--- config.mk ---
export PLATFORM = sky130hd
export DESIGN_NAME = sprite_blitter
export DESIGN_NICKNAME = d
export VERILOG_FILES = /design/src/rtl/vga_pkg.sv /design/src/rtl/blit_addr_gen.sv /design/src/rtl/sprite_blitter.sv
export SDC_FILE = /design/constraint.sdc
export NUM_CORES = 1
export LEC_CHECK = 0
export ABC_AREA = 1
export BUFFER_PORTS_ARGS = -buffer_cell sky130_fd_sc_hd__buf_2
export CAP_MARGIN = 10
export CORE_MARGIN = 5
export CORE_UTILIZATION = 55
export DETAILED_ROUTE_END_ITERATION = 10
export PLACE_DENSITY = 0.83
export SYNTH_ARGS = -nofsm -noshare
export SYNTH_HDL_FRONTEND = slang
export SYNTH_HIERARCHICAL = 1
export SYNTH_SLANG_ARGS = --single-unit
--- constraint.sdc ---
create_clock -name clk25m -period 4.21 [get_ports clk25m]
set_input_delay 0.2105 -clock clk25m [delete_from_list [all_inputs] [get_ports clk25m]]
set_output_delay 0.2105 -clock clk25m [all_outputs]
set_load 0.02 [all_outputs]
--- src/rtl/vga_pkg.sv ---
// Shared VGA frame-buffer constants, direction encoding and blitter FSM states.
package vga_pkg;

    localparam int unsigned REAL_WIDTH  = 640;
    localparam int unsigned REAL_HEIGHT = 480;
    localparam int unsigned FB_AW       = 19;

    localparam logic [7:0] KEY_DEFAULT = 8'hE3;

    localparam logic [1:0] DIR_UP    = 2'd0;
    localparam logic [1:0] DIR_RIGHT = 2'd1;
    localparam logic [1:0] DIR_DOWN  = 2'd2;
    localparam logic [1:0] DIR_LEFT  = 2'd3;

    typedef enum logic [1:0] {
        ST_IDLE,
        ST_ISSUE,
        ST_DRAIN,
        ST_FIN
    } blit_state_t;

endpackage

--- src/rtl/blit_addr_gen.sv ---
// Sprite scan counters, ROM address, and destination pipe aligned to ROM latency.
// BLIT_ROT_EN enables rotation of the source read by the latched dir.
module blit_addr_gen
    import vga_pkg::*;
#(
    parameter int unsigned SPR_W  = 32,
    parameter int unsigned SPR_H  = 32,
    parameter int unsigned ROM_AW = 10
) (
    input  logic              clk25m,
    input  logic              rst_n,
    input  logic              load,
    input  logic              step,
    input  logic [9:0]        pos_x,
    input  logic [9:0]        pos_y,
    input  logic [1:0]        dir,
    output logic [ROM_AW-1:0] rom_addr,
    output logic              last,
    output logic              pix_valid,
    output logic [10:0]       pix_dx,
    output logic [10:0]       pix_dy
);

    localparam int unsigned CXW = (SPR_W > 1) ? $clog2(SPR_W) : 1;
    localparam int unsigned CYW = (SPR_H > 1) ? $clog2(SPR_H) : 1;

    logic [CXW-1:0]    cx_q, cx_d, sx;
    logic [CYW-1:0]    cy_q, cy_d, sy;
    logic [9:0]        px_q, px_d, py_q, py_d;
    logic [ROM_AW-1:0] rom_addr_q, rom_addr_d;
    logic              v1_q, v1_d, v2_q;
    logic [10:0]       dx1_q, dx1_d, dy1_q, dy1_d, dx2_q, dy2_q;

    always_comb begin
        px_d = px_q;
        py_d = py_q;
        cx_d = cx_q;
        cy_d = cy_q;
        if (load) begin
            px_d = pos_x;
            py_d = pos_y;
            cx_d = '0;
            cy_d = '0;
        end else if (step) begin
            if (cx_q == CXW'(SPR_W - 1)) begin
                cx_d = '0;
                cy_d = cy_q + 1'b1;
            end else begin
                cx_d = cx_q + 1'b1;
            end
        end
    end

`ifdef BLIT_ROT_EN
    logic [1:0] dir_q, dir_d;

    always_comb begin
        dir_d = load ? dir : dir_q;
        case (dir_d)
            DIR_RIGHT: begin
                sx = CXW'(cy_d);
                sy = CYW'(SPR_W - 1) - CYW'(cx_d);
            end
            DIR_DOWN: begin
                sx = CXW'(SPR_W - 1) - cx_d;
                sy = CYW'(SPR_H - 1) - cy_d;
            end
            DIR_LEFT: begin
                sx = CXW'(SPR_H - 1) - CXW'(cy_d);
                sy = CYW'(cx_d);
            end
            default: begin
                sx = cx_d;
                sy = cy_d;
            end
        endcase
    end

    always_ff @(posedge clk25m or negedge rst_n) begin
        if (!rst_n) dir_q <= DIR_UP;
        else        dir_q <= dir_d;
    end
`else
    logic dir_unused;
    assign dir_unused = ^dir;
    assign sx = cx_d;
    assign sy = cy_d;
`endif

    // Address and destination are computed from the next counter value so
    // they register together with the pixel being issued.
    always_comb begin
        v1_d       = load | step;
        rom_addr_d = rom_addr_q;
        dx1_d      = dx1_q;
        dy1_d      = dy1_q;
        if (v1_d) begin
            rom_addr_d = ROM_AW'(sy) * ROM_AW'(SPR_W) + ROM_AW'(sx);
            dx1_d      = 11'(px_d) + 11'(cx_d);
            dy1_d      = 11'(py_d) + 11'(cy_d);
        end
    end

    always_ff @(posedge clk25m or negedge rst_n) begin
        if (!rst_n) begin
            cx_q       <= '0;
            cy_q       <= '0;
            px_q       <= '0;
            py_q       <= '0;
            rom_addr_q <= '0;
            v1_q       <= 1'b0;
            v2_q       <= 1'b0;
            dx1_q      <= '0;
            dy1_q      <= '0;
            dx2_q      <= '0;
            dy2_q      <= '0;
        end else begin
            cx_q       <= cx_d;
            cy_q       <= cy_d;
            px_q       <= px_d;
            py_q       <= py_d;
            rom_addr_q <= rom_addr_d;
            v1_q       <= v1_d;
            v2_q       <= v1_q;
            dx1_q      <= dx1_d;
            dy1_q      <= dy1_d;
            dx2_q      <= dx1_q;
            dy2_q      <= dy1_q;
        end
    end

    assign rom_addr  = rom_addr_q;
    assign last      = (cx_q == CXW'(SPR_W - 1)) && (cy_q == CYW'(SPR_H - 1));
    assign pix_valid = v2_q;
    assign pix_dx    = dx2_q;
    assign pix_dy    = dy2_q;

endmodule

--- src/rtl/sprite_blitter.sv ---
// Sprite-ROM to RGB332 frame-buffer blitter with colour-key and screen clipping.
// Optional BLIT_ROT_EN rotates the sprite by dir (see blit_addr_gen).
module sprite_blitter
    import vga_pkg::*;
#(
    parameter int unsigned SPR_W  = 32,
    parameter int unsigned SPR_H  = 32,
    parameter int unsigned ROM_AW = 10,
    parameter logic [7:0]  KEY    = KEY_DEFAULT
) (
    input  logic              clk25m,
    input  logic              rst_n,
    input  logic              start,
    input  logic [9:0]        pos_x,
    input  logic [9:0]        pos_y,
    input  logic [1:0]        dir,
    output logic [ROM_AW-1:0] rom_addr,
    input  logic [7:0]        rom_data,
    output logic [FB_AW-1:0]  fb_addr,
    output logic [7:0]        fb_data,
    output logic              fb_we,
    output logic              busy,
    output logic              done
);

    blit_state_t       state_q, state_d;
    logic              drain_q, drain_d;
    logic              busy_q, busy_d;
    logic              done_q, done_d;
    logic              fb_we_q, fb_we_d;
    logic [FB_AW-1:0]  fb_addr_q, fb_addr_d;
    logic [7:0]        fb_data_q, fb_data_d;
    logic              load, step, last, pix_valid;
    logic [10:0]       pix_dx, pix_dy;
    logic              in_screen;
    logic [FB_AW-1:0]  lin_addr;

    blit_addr_gen #(
        .SPR_W  (SPR_W),
        .SPR_H  (SPR_H),
        .ROM_AW (ROM_AW)
    ) u_addr_gen (
        .clk25m    (clk25m),
        .rst_n     (rst_n),
        .load      (load),
        .step      (step),
        .pos_x     (pos_x),
        .pos_y     (pos_y),
        .dir       (dir),
        .rom_addr  (rom_addr),
        .last      (last),
        .pix_valid (pix_valid),
        .pix_dx    (pix_dx),
        .pix_dy    (pix_dy)
    );

    always_comb begin
        state_d = state_q;
        drain_d = drain_q;
        busy_d  = busy_q;
        done_d  = 1'b0;
        load    = 1'b0;
        step    = 1'b0;
        case (state_q)
            ST_IDLE: begin
                if (start) begin
                    load    = 1'b1;
                    busy_d  = 1'b1;
                    state_d = ST_ISSUE;
                end
            end
            ST_ISSUE: begin
                if (last) begin
                    drain_d = 1'b0;
                    state_d = ST_DRAIN;
                end else begin
                    step = 1'b1;
                end
            end
            ST_DRAIN: begin
                if (drain_q) begin
                    busy_d  = 1'b0;
                    done_d  = 1'b1;
                    state_d = ST_FIN;
                end else begin
                    drain_d = 1'b1;
                end
            end
            default: state_d = ST_IDLE;
        endcase
    end

    // y*640 as (y<<9)+(y<<7); the frame width is fixed by the scan-out.
    assign lin_addr  = FB_AW'({pix_dy, 9'b0}) + FB_AW'({pix_dy, 7'b0}) + FB_AW'(pix_dx);
    assign in_screen = (pix_dx < 11'(REAL_WIDTH)) && (pix_dy < 11'(REAL_HEIGHT));

    always_comb begin
        fb_we_d   = pix_valid && (rom_data != KEY) && in_screen;
        fb_addr_d = fb_we_d ? lin_addr : fb_addr_q;
        fb_data_d = fb_we_d ? rom_data : fb_data_q;
    end

    always_ff @(posedge clk25m or negedge rst_n) begin
        if (!rst_n) begin
            state_q   <= ST_IDLE;
            drain_q   <= 1'b0;
            busy_q    <= 1'b0;
            done_q    <= 1'b0;
            fb_we_q   <= 1'b0;
            fb_addr_q <= '0;
            fb_data_q <= '0;
        end else begin
            state_q   <= state_d;
            drain_q   <= drain_d;
            busy_q    <= busy_d;
            done_q    <= done_d;
            fb_we_q   <= fb_we_d;
            fb_addr_q <= fb_addr_d;
            fb_data_q <= fb_data_d;
        end
    end

    assign fb_we   = fb_we_q;
    assign fb_addr = fb_addr_q;
    assign fb_data = fb_data_q;
    assign busy    = busy_q;
    assign done    = done_q;

endmodule

Word-level counts from Yosys, hierarchy flattened:

Cells that the tools add are included.

* add/sub/neg operators: 7
* $lt $le $gt $ge: 2
* equal/unequal tests: 8
* mux-type cells: 23
* bitwise operators: 1
* reduce and logical (&&, ||, !) cells: 10

Operators by type and width (number)
* 5-bit 2-to-1 mux: 6
* 10-bit by 5-bit adder with 11-bit output: 2
* 10-bit 2-to-1 mux: 2
* 19-bit by 11-bit adder with 19-bit output: 1
* 19-bit by 18-bit adder with 19-bit output: 1
* 11-bit by 10-bit less-than comparator with 1-bit output (second input constant): 1
* 11-bit by 9-bit less-than comparator with 1-bit output (second input constant): 1
* 10-bit by 5-bit adder with 10-bit output: 1
* 5-bit by 1-bit adder with 5-bit output (second input constant): 2
* 5-bit == test (second input constant): 2
* 1-bit 2-to-1 mux: 9
* 8-bit inequality test (second input constant): 1
* 2-bit 2-to-1 mux: 3
* 2-bit inequality test (second input constant): 3
* 2-bit one-hot mux with 3 select lines: 1
* 3-bit AND reduction: 2
* 1-bit logical AND: 4
* 1-bit one-hot mux with 2 select lines: 2
* 2-bit nonzero test: 2
* 2-bit by 1-bit == test with 1-bit output (second input constant): 1
* 2-bit == test (second input constant): 1
* 2-bit zero test: 1
* 2-bit AND reduction: 1
* 1-bit OR: 1

* register bits: 119
* bits of input ports: 33
* output and inout port bits: 40
* logic and storage cells: 69

Logic depth before layout (Yosys ltp):

* depth after elaboration: 7
* depth in mapped cells: 25
* gate-level depth less buffers: 24

Modules after synthesis:

The synthesis kept the hierarchy.

By module, submodules not included
* blit_addr_gen: times used 1, cells each 419, area an instance 3791.1 um^2, seq. area each 2152.1 um^2
* sprite_blitter: times used 1, cells each 271, area an instance 2107.0 um^2, seq. area each 825.8 um^2

Worst setup path after synthesis:

OpenSTA, ideal clock, no wires.

* kind: register to register
* start point: register u_addr_gen.cx_q[0]
* end point: register u_addr_gen.dx1_q[8]
* library setup time: 0.117 ns
* arrival time: 3.142 ns
* data required time: 4.093 ns
* path slack: 0.951 ns
* stages on the path, launching flop included: 24
* path buffers: 2
* period minus slack after synthesis: 3.259 ns
* cells stage by stage: dfrtp_1 -> ha_1 -> inv_1 -> nor3_1 -> ha_1 -> nand2_1 -> inv_1 -> or2_2 -> inv_1 -> clkbuf_2 -> buf_1 -> nand3_1 -> o21ai_0 -> ha_1 -> inv_1 -> fa_1 -> inv_1 -> nand3_1 -> nand2_1 -> nand2_1 -> nand2_1 -> nand3_1 -> nand3_1 -> nand2_1

* longest elaborated chain between the ends: 7
* elaborated cells on any way between the ends: 10
* classes of those cells: 2 x add/sub; 1 x eq/ne; 5 x mux; 1 x bitwise; 1 x reduce/logical

RTL lines
* start, declared: RTL line blit_addr_gen.sv:27 `logic [CXW-1:0] cx_q, cx_d, sx;`
* start signal, assigned: RTL line blit_addr_gen.sv:106 `cx_q <= '0;`
* start signal, assigned: RTL line blit_addr_gen.sv:118 `cx_q <= cx_d;`
* 5-bit == test: RTL line blit_addr_gen.sv:133 `assign last = (cx_q == CXW'(SPR_W - 1)) && (cy_q == CYW'(SPR_H - 1));`
* 1-bit logical AND: RTL line blit_addr_gen.sv:133
* net last: RTL line sprite_blitter.sv:33 `logic load, step, last, pix_valid;`
* 1-bit 2-to-1 mux: RTL line sprite_blitter.sv:73 `if (last) begin`
* 1-bit 2-to-1 mux: RTL line sprite_blitter.sv:64 `case (state_q)`
* net step: RTL line sprite_blitter.sv:33
* 5-bit 2-to-1 mux: RTL line blit_addr_gen.sv:44 `end else if (step) begin`
* 5-bit 2-to-1 mux: RTL line blit_addr_gen.sv:39 `if (load) begin`
* net u_addr_gen.cx_d[0]: RTL line blit_addr_gen.sv:27
* 10-bit by 5-bit adder with 11-bit output: RTL line blit_addr_gen.sv:99 `dx1_d = 11'(px_d) + 11'(cx_d);`
* end signal, assigned: RTL line blit_addr_gen.sv:113 `dx1_q <= '0;`
* end signal, assigned: RTL line blit_addr_gen.sv:125 `dx1_q <= dx1_d;`
* end, declared: RTL line blit_addr_gen.sv:32 `logic [10:0] dx1_q, dx1_d, dy1_q, dy1_d, dx2_q, dy2_q;`

The timed path passes the listed nets, and every way through them passes these cells.
A chain may end at the register's enable or synchronous reset.

Final worst setup path:

* start point: register u_addr_gen.cx_q[0]
* end point: register u_addr_gen.dy1_q[8]

* longest elaborated chain between the ends: 7
* elaborated cells on any way between the ends: 9
* classes of those cells: 1 x add/sub; 1 x eq/ne; 5 x mux; 1 x bitwise; 1 x reduce/logical

RTL lines
* 5-bit == test: RTL line blit_addr_gen.sv:133
* 1-bit logical AND: RTL line blit_addr_gen.sv:133
* net last: RTL line sprite_blitter.sv:33
* 1-bit 2-to-1 mux: RTL line sprite_blitter.sv:73
* 1-bit 2-to-1 mux: RTL line sprite_blitter.sv:64
* net step: RTL line sprite_blitter.sv:33
* 5-bit 2-to-1 mux: RTL line blit_addr_gen.sv:44
* 5-bit 2-to-1 mux: RTL line blit_addr_gen.sv:39
* net u_addr_gen.cy_d[1]: RTL line blit_addr_gen.sv:28 `logic [CYW-1:0] cy_q, cy_d, sy;`
* 10-bit by 5-bit adder with 11-bit output: RTL line blit_addr_gen.sv:100 `dy1_d = 11'(py_d) + 11'(cy_d);`
* end signal, assigned: RTL line blit_addr_gen.sv:126 `dy1_q <= dy1_d;`
* end, declared: RTL line blit_addr_gen.sv:32

The timed path passes the listed nets, and every way through them passes these cells.

==> results <==
- The setup violation total in the final timing report is 0.
- The via count of the first global-routing pass is around 5000.
- The initial DRC count is 420.
- VDD sags by at most 418.2 uV.
- The register clock-pin slew on the reported worst setup and hold paths is about 0.06 ns.
- The worst hold path was traced through 4 stages.
- The mean post-synth cell area is approximately 8.5 sq um.
- By area the synthesized netlist is led by sky130_fd_sc_hd__dfrtp_1, sky130_fd_sc_hd__nand2_1, sky130_fd_sc_hd__ha_1.
- The clock network burns between 20% and 30% of the power.
- CTS built an H-tree with a depth of 4.
- For the worst flop-to-flop path, the logic depth is 22.
- The synthesized design devotes to its leading area cell type 50.49% of total area.
- The TritonCTS clock tree is done.
- The worst register-to-register path ends at u_addr_gen/dy1_q[8].
- Of all flip-flops after synthesis, the portion carrying an async set or reset was 100.0%.
- The data arrival time of the critical path is about 4.3 ns.
- The nature of the critical path startpoint is a flip-flop.
- Of the total power, the share spent switching nets is 43.08%.
- The die boundary height is roughly 110 um.
- The global-route wire length before repair is between 20 and 25 mm.
- The number of antenna diodes in the final layout is 0.
- The maximum clock skew at final layout is slightly above 0.008 ns.
- The portion of total power attributed to sequential cells is between 30 and 40%.
- The tool flagged a number of max-cap violations equal to 0.
- The highest clock frequency the design can meet is between 0.2 and 0.3 GHz.
- The floorplan step defined a die boundary enclosing approximately 13000 sq um.
- The signed area change from the synthesized netlist to the final layout is 20.09%.
- The data required time at the worst endpoint is between 4 and 5 ns.
- After detailed routing, the number of vias per cell comes to approximately 5.2.
- The peak fanout along the critical path is 17.
- The final-report max-slew violation count is 0.
- After detailed routing, the number of remaining DRC violations is 0.
- In this run the critical register-to-register path is launched from u_addr_gen/cx_q[0].
- Tracing the worst setup path back leads to its startpoint at u_addr_gen/cx_q[0].
- The post-route netlist has between 10% and 20% of its cells at a drive strength greater than 1.
- The synthesized design spends more area on one cell type than any other, namely sky130_fd_sc_hd__dfrtp_1.
- Dividing the detail-routed wire length by the instance count gives ~14 um.
- The final weighted congestion in routability-driven placement is 0.8194.
- The combined area of the multi-input logic cells is 2471 sq um.
- The global-route usage over all layers is a little over a fifth.
- The worst setup path is captured at a flip-flop.
- The synthesized netlist cell count is between 600 and 700.
- The remaining global-route overflow is 0.
- The final layout contains routed wiring with a total length of about 13 mm.
- For this design the static power due to leakage is about 4 nW.
- The net count of the mapped netlist is between 700 and 800.
- The headroom to the max-slew limit is just over 40%.
- The first detailed-routing pass ran for 7 iterations.
- The power dissipated by switching net loads is about 2.6 mW.
- The number of I/O pins is 73.
- Counting instances in the post-synthesis netlist gives the leading cell types as sky130_fd_sc_hd__nand2_1, sky130_fd_sc_hd__dfrtp_1, sky130_fd_sc_hd__inv_1.
- For the worst-skew pair, the clock arrives at the later sink with an insertion delay of between 0.5 and 0.6 ns.
- The total via count after detailed routing is around 4800.
- The core area is approximately 10000 sq um.
- For this design, the sink count on the clock tree is ~120.
- Setup repair after global routing left no endpoint under its margin.
- The initial utilization of the core area, before any placement, comes to between 50% and 60%.
- The startpoint of the worst hold path is pos_y[9].
- In this run the core area contains 37 standard-cell rows.
- The number of buffers between clock root and the deepest sink is 2.
- The synthesized design contains 0 enable-type register cells.
- The die width is ~110 um.
- After legalization and detailed placement, the total HPWL measured 8.621 mm.
- The synthesized netlist occupies a cell area of 5898 sq um.
- In this run, CTS created clock tree buffers numbering 17.
- The pin slew with the least headroom to its limit is 0.8968 ns.
- The cell at the root of the clock tree is sky130_fd_sc_hd__clkbuf_8.
- The final-report hold violation count is 0.
- The dominant synthesized flop cell is sky130_fd_sc_hd__dfrtp_1.
- The cell area after placement is around 6300 sq um.
- The final period demand of the worst path is approximately 4 ns.
- The count of buffers added on input and output ports is 70.
- The path with the worst hold slack has its endpoint at u_addr_gen/py_q[9].
- The cell-internal power is around 3.5 mW.
- The number of antenna violations at the first check in global routing came to 0.
- The post-cts gate resize count is 0.
- Adding up every negative setup slack in the final design gives 0 ns.
- Entering global routing, the biggest net connects 73 pins.
- For this design the ratio of total power to cell area is ~860 nW/um^2.
- The register bit count reported by yosys is around 120.
- The final clock period utilization by the worst path is 93.01%.
- The fraction of power consumed by combinational cells is between 40% and 50%.
- The synthesized netlist contains 33 unique library cells.
- The min-delay analysis places its worst path in the category in -> reg.
- The proportion of synthesized chip area in sequential cells is a little over 50%.
- The number of nets in the final layout is between 800 and 900.
- The layout has 755 filler cells.
- Setup slack on the worst reg-to-reg path comes out at 0.29 ns.
- For this run, the number of Yosys warnings is 6.
- By instance count, the leading cell after synthesis is sky130_fd_sc_hd__nand2_1.
- The flow ran to the end, and the final reports show no timing, DRC or antenna violations.
- The finished cells cover 7083 sq um.
- Registers take approximately 3000 sq um.
- The final antenna-violating net count is 0.
- The critical path class is reg -> reg.
[registers in the layout, indices dropped and copies added, names as in the netlist]
name	count
u_addr_gen/dy1_q	11
u_addr_gen/cy_q	5
u_addr_gen/v1_q	1
u_addr_gen/pix_dy	11
u_addr_gen/dx1_q	11
busy	1
u_addr_gen/pix_dx	11
fb_we	1
u_addr_gen/py_q	10
u_addr_gen/px_q	10
u_addr_gen/cx_q	5
fb_data	8
state_q	2
u_addr_gen/pix_valid	1
drain_q	1
fb_addr	19
u_addr_gen/rom_addr	10
done	1
[worst max path at each step]
stage                                to  slack [ns]  cells past startpoint
global placement    u_addr_gen/dy1_q[8]        0.55                     22
detailed placement  u_addr_gen/dy1_q[8]        0.42                     22
finish              u_addr_gen/dy1_q[8]        0.29                     22
floorplan           u_addr_gen/dx1_q[8]        0.95                     23
CTS                 u_addr_gen/dy1_q[8]        0.34                     22
global route        u_addr_gen/dy1_q[8]        0.02                     22
[stage by stage]
stage	hold WS, ns	worst slack (ns)	utilization, %	total power [mW]	cells
5_1_grt	0.04089	0.01647	68.30	6.608	933
3_3_place_gp	0.3325	0.5540	60.80	4.472	882
2_1_floorplan	-0.08509	0.9509	-	3.984	690
4_1_cts	0.01350	0.3441	68.30	6.097	933
3_5_place_dp	0.3449	0.4222	60.80	4.600	882
6_report	0.02729	0.2944	68.30	6.070	933
[cells by family after synthesis]
| family | after synthesis | synth area share, % |
|---|---|---|
| buffers and inverters | 99 | 7.615 |
| AOI/OAI and AO/OA | 56 | 5.473 |
| xor gates and xnor gates | 7 | 1.039 |
| DFF | 119 | 50.49 |
| adders and majority gates | 42 | 9.546 |
| and+or+nand+nor | 367 | 25.84 |
[area by class of cell]
| type | instances | area share, % |
|---|---|---|
| inverter | 82 | 4.381 |
| clock inverter | 14 | 2.261 |
| multi-input combinational | 472 | 34.89 |
| timing repair buffer | 92 | 7.984 |
| clock buffer | 18 | 6.041 |
| sequential | 119 | 42.04 |
| tap | 136 | 2.402 |
[worst max-delay path, cell delays in order (launching register included)]
cell and delay, ns:
sky130_fd_sc_hd__dfrtp_1 0.41, sky130_fd_sc_hd__ha_1 0.23, sky130_fd_sc_hd__inv_1 0.07, sky130_fd_sc_hd__nor3_1 0.06, sky130_fd_sc_hd__ha_1 0.21, sky130_fd_sc_hd__nand2_1 0.07, sky130_fd_sc_hd__inv_1 0.05, sky130_fd_sc_hd__or2_2 0.30
sky130_fd_sc_hd__inv_1 0.42, sky130_fd_sc_hd__nand2_2 0.18, sky130_fd_sc_hd__inv_1 0.15, sky130_fd_sc_hd__nor2_1 0.05, sky130_fd_sc_hd__nor3_1 0.31, sky130_fd_sc_hd__inv_1 0.15, sky130_fd_sc_hd__fa_1 0.43, sky130_fd_sc_hd__inv_1 0.10
sky130_fd_sc_hd__nand3_1 0.07, sky130_fd_sc_hd__nand2_1 0.13, sky130_fd_sc_hd__nand2_1 0.11, sky130_fd_sc_hd__nand2_2 0.09, sky130_fd_sc_hd__nand3_2 0.07, sky130_fd_sc_hd__nand3_1 0.08, sky130_fd_sc_hd__nand2_1 0.05
[per-layer routing]
metal	part of all wire (%)	vias up	wire length (um)	track usage, %
met1	43	2307	5422	27.04
met3	6.2	14	790	4.615
met4	0.81	0	103	5.849
met2	50	157	6381	35.53
li1	-	2355	-	-
met5	0	-	0	0
[cells in the final DEF (no fill, tap or decap), drive strengths merged, types with 7 or more instances in the layout]
cell and n:
a21oi 16, buf 73, clkbuf 18, dfrtp 119, dlygate4sd3 19, ha 37, inv 89, nand2 253
nand3 40, nor2 48, nor3 7, o21ai 35, or2 8
[repair_timing]
item	CTS	global route
hold endpoints to repair	89	0
setup buffers	0	0
setup endpoints to repair	0	0
hold buffers	19	0
[power by group through the flow]
stage	Combinational (mW)	Sequential, mW	Clock (mW)
2_1_floorplan	1.97	2.02	0
4_1_cts	2.79	1.87	1.44
6_report	2.79	1.86	1.42
5_1_grt	3.19	1.92	1.49
3_5_place_dp	2.72	1.88	0
3_3_place_gp	2.63	1.84	0
Power figures use the tool's default switching activity.
